File: src/rtl/ir_pkg.sv
// Shared constants and helpers for the instruction-register prefetch queue.
package ir_pkg;

  // Default geometry: 8-bit instruction words, 4-entry prefetch, 4-bit opcode.
  localparam int DEFAULT_WIDTH = 8;
  localparam int DEFAULT_DEPTH = 4;
  localparam int DEFAULT_OPC_W = 4;

  // Number of bits needed to hold values 0 .. value-1 (minimum 1).
  // Used with DEPTH+1 for the occupancy counter and DEPTH for pointers.
  function automatic int clog2(input int value);
    int bits;
    bits = 1;
    while ((1 << bits) < value) begin
      bits = bits + 1;
    end
    return bits;
  endfunction

endpackage

File: src/rtl/ir_sync_fifo.sv
// Synchronous prefetch FIFO: storage array, wrapping head/tail pointers,
// occupancy count and full/empty flags. Flush clears pointers and count in
// one cycle and wins over any push or pop in that cycle.
module ir_sync_fifo
  import ir_pkg::*;
#(
  parameter int WIDTH = DEFAULT_WIDTH,
  parameter int DEPTH = DEFAULT_DEPTH,
  localparam int CNT_W = clog2(DEPTH + 1),
  localparam int PTR_W = clog2(DEPTH)
) (
  input  logic             clk,
  input  logic             rst_n,
  input  logic             flush,
  input  logic             push,
  input  logic [WIDTH-1:0] data_in,
  input  logic             pop,
  output logic [WIDTH-1:0] head_data,
  output logic [CNT_W-1:0] count,
  output logic             full,
  output logic             empty
);

  logic [WIDTH-1:0] mem [DEPTH];
  logic [PTR_W-1:0] head_ptr;
  logic [PTR_W-1:0] tail_ptr;
  logic             wr_en;
  logic             rd_en;

  // Requests are qualified here so the caller can pass raw strobes:
  // a push into a full FIFO or a pop from an empty one is ignored.
  always_comb begin
    full  = (count == CNT_W'(DEPTH));
    empty = (count == '0);
    wr_en = push && !full && !flush;
    rd_en = pop && !empty && !flush;
  end

  // The head word is always presented, so a pop can load it the same edge.
  assign head_data = mem[head_ptr];

  // Storage array: no reset needed, validity is tracked by the count.
  always_ff @(posedge clk) begin
    if (wr_en) begin
      mem[tail_ptr] <= data_in;
    end
  end

  // Pointers wrap naturally since DEPTH is a power of two.
  always_ff @(posedge clk) begin
    if (!rst_n || flush) begin
      head_ptr <= '0;
      tail_ptr <= '0;
    end else begin
      if (wr_en) begin
        tail_ptr <= tail_ptr + PTR_W'(1);
      end
      if (rd_en) begin
        head_ptr <= head_ptr + PTR_W'(1);
      end
    end
  end

  // Occupancy: count + push - pop, bounded by the qualification above.
  always_ff @(posedge clk) begin
    if (!rst_n || flush) begin
      count <= '0;
    end else begin
      case ({wr_en, rd_en})
        2'b10:   count <= count + CNT_W'(1);
        2'b01:   count <= count - CNT_W'(1);
        default: count <= count;
      endcase
    end
  end

endmodule

File: src/rtl/ir_prefetch_queue.sv
// Instruction register with a prefetch FIFO in front of it. Memory pushes
// words ahead of decode; HIR loads the head word into the IR, which is also
// presented split into opcode and operand fields.
//
// Handshake: a word on DATA_IN is accepted at a rising edge when DATA_VALID
// and FETCH_RDY are both high. FETCH_RDY depends only on the registered
// occupancy (never on HIR), so a full queue refuses a push even when the
// same edge pops. A DATA_VALID seen while FETCH_RDY is low drops the word and
// sets the sticky OVF flag. FLUSH overrides everything except reset.
module ir_prefetch_queue
  import ir_pkg::*;
#(
  parameter int WIDTH = DEFAULT_WIDTH,
  parameter int DEPTH = DEFAULT_DEPTH,
  parameter int OPC_W = DEFAULT_OPC_W,
  localparam int CNT_W = clog2(DEPTH + 1)
) (
  input  logic                   CLK,
  input  logic                   RESET_N,
  input  logic [WIDTH-1:0]       DATA_IN,
  input  logic                   DATA_VALID,
  output logic                   FETCH_RDY,
  input  logic                   HIR,
  input  logic                   FLUSH,
  output logic [WIDTH-1:0]       IR_OUT,
  output logic                   IR_VALID,
  output logic [OPC_W-1:0]       IR_OPCODE,
  output logic [WIDTH-OPC_W-1:0] IR_OPERAND,
  output logic [CNT_W-1:0]       COUNT,
  output logic                   OVF
);

  logic [WIDTH-1:0] head_data;
  logic             fifo_full;
  logic             fifo_empty;

  ir_sync_fifo #(
    .WIDTH (WIDTH),
    .DEPTH (DEPTH)
  ) u_fifo (
    .clk       (CLK),
    .rst_n     (RESET_N),
    .flush     (FLUSH),
    .push      (DATA_VALID),
    .data_in   (DATA_IN),
    .pop       (HIR),
    .head_data (head_data),
    .count     (COUNT),
    .full      (fifo_full),
    .empty     (fifo_empty)
  );

  assign FETCH_RDY = !fifo_full;

  // Instruction register: load on HIR when a word is queued; an HIR with an
  // empty queue keeps the old word but marks it stale. No bypass from DATA_IN.
  always_ff @(posedge CLK) begin
    if (!RESET_N || FLUSH) begin
      IR_OUT   <= '0;
      IR_VALID <= 1'b0;
    end else if (HIR) begin
      if (!fifo_empty) begin
        IR_OUT   <= head_data;
        IR_VALID <= 1'b1;
      end else begin
        IR_VALID <= 1'b0;
      end
    end
  end

  // Sticky overflow: a push attempt while full; a flushed push does not count.
  always_ff @(posedge CLK) begin
    if (!RESET_N || FLUSH) begin
      OVF <= 1'b0;
    end else if (DATA_VALID && fifo_full) begin
      OVF <= 1'b1;
    end
  end

  // Field split of the current instruction: opcode in the MSBs.
  assign IR_OPCODE  = IR_OUT[WIDTH-1 -: OPC_W];
  assign IR_OPERAND = IR_OUT[WIDTH-OPC_W-1:0];

endmodule

File: config.mk
export PLATFORM = sky130hd
export DESIGN_NAME = ir_prefetch_queue
export DESIGN_NICKNAME = d
export VERILOG_FILES = /design/src/rtl/ir_pkg.sv /design/src/rtl/ir_sync_fifo.sv /design/src/rtl/ir_prefetch_queue.sv
export SDC_FILE = /design/constraint.sdc
export NUM_CORES = 1
export LEC_CHECK = 0
export CORE_ASPECT_RATIO = 1.4
export CORE_MARGIN = 2
export CORE_UTILIZATION = 51
export DETAILED_ROUTE_END_ITERATION = 10
export HOLD_SLACK_MARGIN = 0.05
export MAX_ROUTING_LAYER = met4
export PLACE_DENSITY = 0.82
export REMOVE_ABC_BUFFERS = 1
export SKIP_LAST_GASP = 1
export SLEW_MARGIN = 15
export SYNTH_ARGS = -nofsm -noshare
export SYNTH_HDL_FRONTEND = slang
export SYNTH_SLANG_ARGS = --single-unit
File: constraint.sdc
create_clock -name CLK -period 2.4 [get_ports CLK]
set_input_delay 0.24 -clock CLK [delete_from_list [all_inputs] [get_ports CLK]]
set_output_delay 0.24 -clock CLK [all_outputs]
set_load 0.01 [all_outputs]
==> flow_summary.yaml <==
die:
  core_mm2: 0.00385
  rows: 27
  die_h_um: 78.2
  initial_core_util_pct: 52.0
  die_area_mm2: 0.00446
  io_pins: 35
  die_w_um: 57.0
clocking:
  cts_tree: "done"
  clock-sinks: 49
  htree_levels: 2
  clk_path_buf_depth: 2
  insertion_delay_ps: 300
  clkTransAtPathRegs_ps: 80
  cts_buffers: 5
  cts_root_buf: "clkbuf_8"
  hold_buffers: 0
global_routing:
  grt_usage_pct: 16.2
  grt_pass1_wl_mm: 5.21
  antenna_found_initial: 0
  gr-total-overflow: 0
  grt_pass1_vias: 1133
  grt_max_degree: 18
synthesis:
  synth_top_family_by_area: "multiplexers"
  yosys.area_share.simple_pct: 8.24
  syn-instance-count: 144
  seq_area_frac_synth_pct: 64.9
  ys.warnings.count: 0
  synth.avg_cell_area_um2: 13.9
  ys_types: 24
  synth_compound_area_share_pct: 5.81
  synth-seq-cells: 49
  synthAdderAreaFrac_pct: 4.12
  synth_mux_area_share_pct: 8.99
  synth_xor_area_share_pct: 1.31
  syn-cell-area_mm2: 0.00200
finish:
  drive_above_1_share_pct: 11.6
  instances_no_fill: 216
  final_cell_mix: "clkdlybuf4s50_1, edfxtp_1, dfxtp_1, nand2_1, a21oi_1"
  final_common_cell: "clkdlybuf4s50_1"
  fin_util_pct: 62.3
  diodes: 0
  final_nets: 191
  area_growth_pct: 19.7
  final_area_mm2: 0.00240
sta:
  relSlewSlack_pct: 57.5
  fin_skew_ps: 4.20
  fin_crit_sh_pct: 92.9
  tightestPinTransition_ps: 637
  hold_viol: 0
  finalCriticalPeriod_ps: 2230
  tns_ps: 0
  slew_violations: 0
  setup_viol: 0
  fmax_mhz: 449
  grt_setup_unrepaired: "false"
  setup_slack_ps: 170
power_and_ir_drop:
  netSwitchingPower_mw: 0.303
  power.density_mw_per_mm2: 605
  cellLeakagePower_nw: 0.758
  p_clk_share_pct: 31.8
  power_frac_comb_pct: 5.2
  p_int_mw: 1.15
  ir_worst_vdd_mv: 0.668
  seqPwrFrac_pct: 63.1
  swShare_pct: 20.8
min_path:
  min-delay-start: "IR_OUT[7]$_SDFFE_PP0N_"
  hp-class: "register to register"
  holdPathEnd: "IR_OUT[7]$_SDFFE_PP0N_"
  worstHoldPathCells: 2
place:
  place_area_mm2: 0.00231
  gp_congestion: 0.691
  pre_cts_ws_ps: 108
  portBuffers: 34
  hpwl_mm: 2.36
  dp_cells: 208
worst_setup_path:
  worst_path_max_delay_cell: "dfxtp_1"
  critPathKind: "register to register"
  crit_path_start_kind: "register"
  critPathMostFrequentCell: "inv_1"
  reg2reg_depth: 9
  rr_endpoint: "u_fifo.count[2]$_SDFFE_PP0P_"
  crit_chain: "nor3b_4, nor3_2, inv_1, ha_1, inv_1, fa_1, xor2_1, or3_1, a21oi_1"
  worstReg2RegStart: "u_fifo.count[2]$_SDFFE_PP0P_"
  timing.reg2reg.setup_slack_ps: 170
  path_buf_inv: 2
  crit_fanout: 6
  worstPathArrival_ps: 2450
  cpLargestDelayFamily: "simple AND/OR/NAND/NOR gates"
  cp.required_ps: 2620
  worst_setup_path_end_kind: "register"
  critPathMaxStageDelay_ps: 440
routing:
  drc: 0
  drtIter0Drc: 30
  vias: 1150
  avgRoutedWirePerCell_um: 14.7
  ant_nets: 0
  viasPerCell: 5.32
  wl_mm: 3.19
  first_pass_iters: 4
outcome:
  status: "finished, final reports clean"
job:
  drv_cap: 0
[cell type report]
cell class | instances | area, um2
inverters | 9 | 33.8
well taps | 43 | 53.8
flip-flops and latches | 49 | 1300
repair buffers | 35 | 348
fillers | 314 | 1450
clock buffers | 5 | 68.8
multi-input cells | 72 | 577
clock inverters | 3 | 17.5
[synthesized netlist by cell type]
library cell | number | area, um2
a21oi_1 | 15 | 75.1
and2_1 | 4 | 25.0
buf_2 | 3 | 15.0
buf_4 | 9 | 67.6
buf_6 | 1 | 11.3
clkbuf_2 | 1 | 5.00
dfxtp_1 | 17 | 340
edfxtp_1 | 32 | 961
fa_1 | 1 | 20.0
ha_1 | 5 | 62.6
inv_1 | 9 | 33.8
mux4_2 | 8 | 180
nand2_1 | 16 | 60.1
nand2b_1 | 2 | 12.5
nand3_1 | 2 | 10.0
nor2_1 | 6 | 22.5
nor3_2 | 1 | 10.0
nor3b_2 | 1 | 12.5
o21ai_0 | 4 | 20.0
o31a_1 | 1 | 8.76
o31ai_2 | 1 | 12.5
or3_1 | 2 | 12.5
xnor2_1 | 1 | 8.76
xor2_1 | 2 | 17.5
[repair_timing]
item | CTS | global route
endpoints found under the setup margin | 0 | 1
setup buffers | 0 | 0
resized for setup | 0 | 1
[logic make-up (layout without fill, tap and decap cells)]
logic type               count (synthesis)  in the layout
XOR/XNOR                                 3              3
flip-flops                              49             49
AO/OA/AOI/OAI                           21             21
buffers and inverters                   23             52
AND/OR/NAND/NOR                         34             34
multiplexers                             8              8
adder cells (fa/ha/maj)                  6              6
[how the worst max path moves through the flow]
| stage | startpoint | end | slack [ps] | cells after the start |
|---|---|---|---|---|
| floorplan | u_fifo.count[2]$_SDFFE_PP0P_ | u_fifo.count[2]$_SDFFE_PP0P_ | 320 | 9 |
| global placement | HIR | u_fifo.count[2]$_SDFFE_PP0P_ | 230 | 9 |
| detailed placement | HIR | u_fifo.count[2]$_SDFFE_PP0P_ | 110 | 9 |
| CTS | u_fifo.count[2]$_SDFFE_PP0P_ | u_fifo.count[2]$_SDFFE_PP0P_ | 120 | 9 |
| global route | u_fifo.count[2]$_SDFFE_PP0P_ | u_fifo.count[2]$_SDFFE_PP0P_ | 4 | 9 |
| finish | u_fifo.count[2]$_SDFFE_PP0P_ | u_fifo.count[2]$_SDFFE_PP0P_ | 170 | 9 |
[metal layers]
layer / wire, um / global-route usage (%) / share of wire [%]
met2: 1810 / 28.4 / 57
met4: 56 / 6.28 / 1.8
met3: 152 / 4.45 / 4.8
met5: 0 / - / 0
met1: 1170 / 17.1 / 37
[state kept, by name, indices dropped and copies added, names as in the netlist]
register / cells
u_fifo.mem: 32
IR_OUT: 8
u_fifo.count: 3
u_fifo.head_ptr: 2
u_fifo.tail_ptr: 2
IR_VALID: 1
OVF: 1
[worst min-delay path, stage by stage, from the launching register on]
cell	delay, ps
dfxtp_1	320
nand2_1	50
a21oi_1	50
[through the flow]
| step | total power [mW] | hold slack (ps) |
|---|---|---|
| floorplan | 0.968 | 339 |
| global placement | 1.01 | 455 |
| detailed placement | 1.01 | 463 |
| CTS | 1.47 | 475 |
| global route | 1.51 | 497 |
| finish | 1.45 | 468 |
[power groups by stage]
stage,combinational [mW],clock (mW),sequential [mW]
finish,0.0750,0.462,0.916
global route,0.0827,0.514,0.918
CTS,0.0759,0.476,0.916
detailed placement,0.0759,0,0.936
global placement,0.0719,0,0.934
floorplan,0.0324,0,0.936
(Power assumes the default switching activity.)
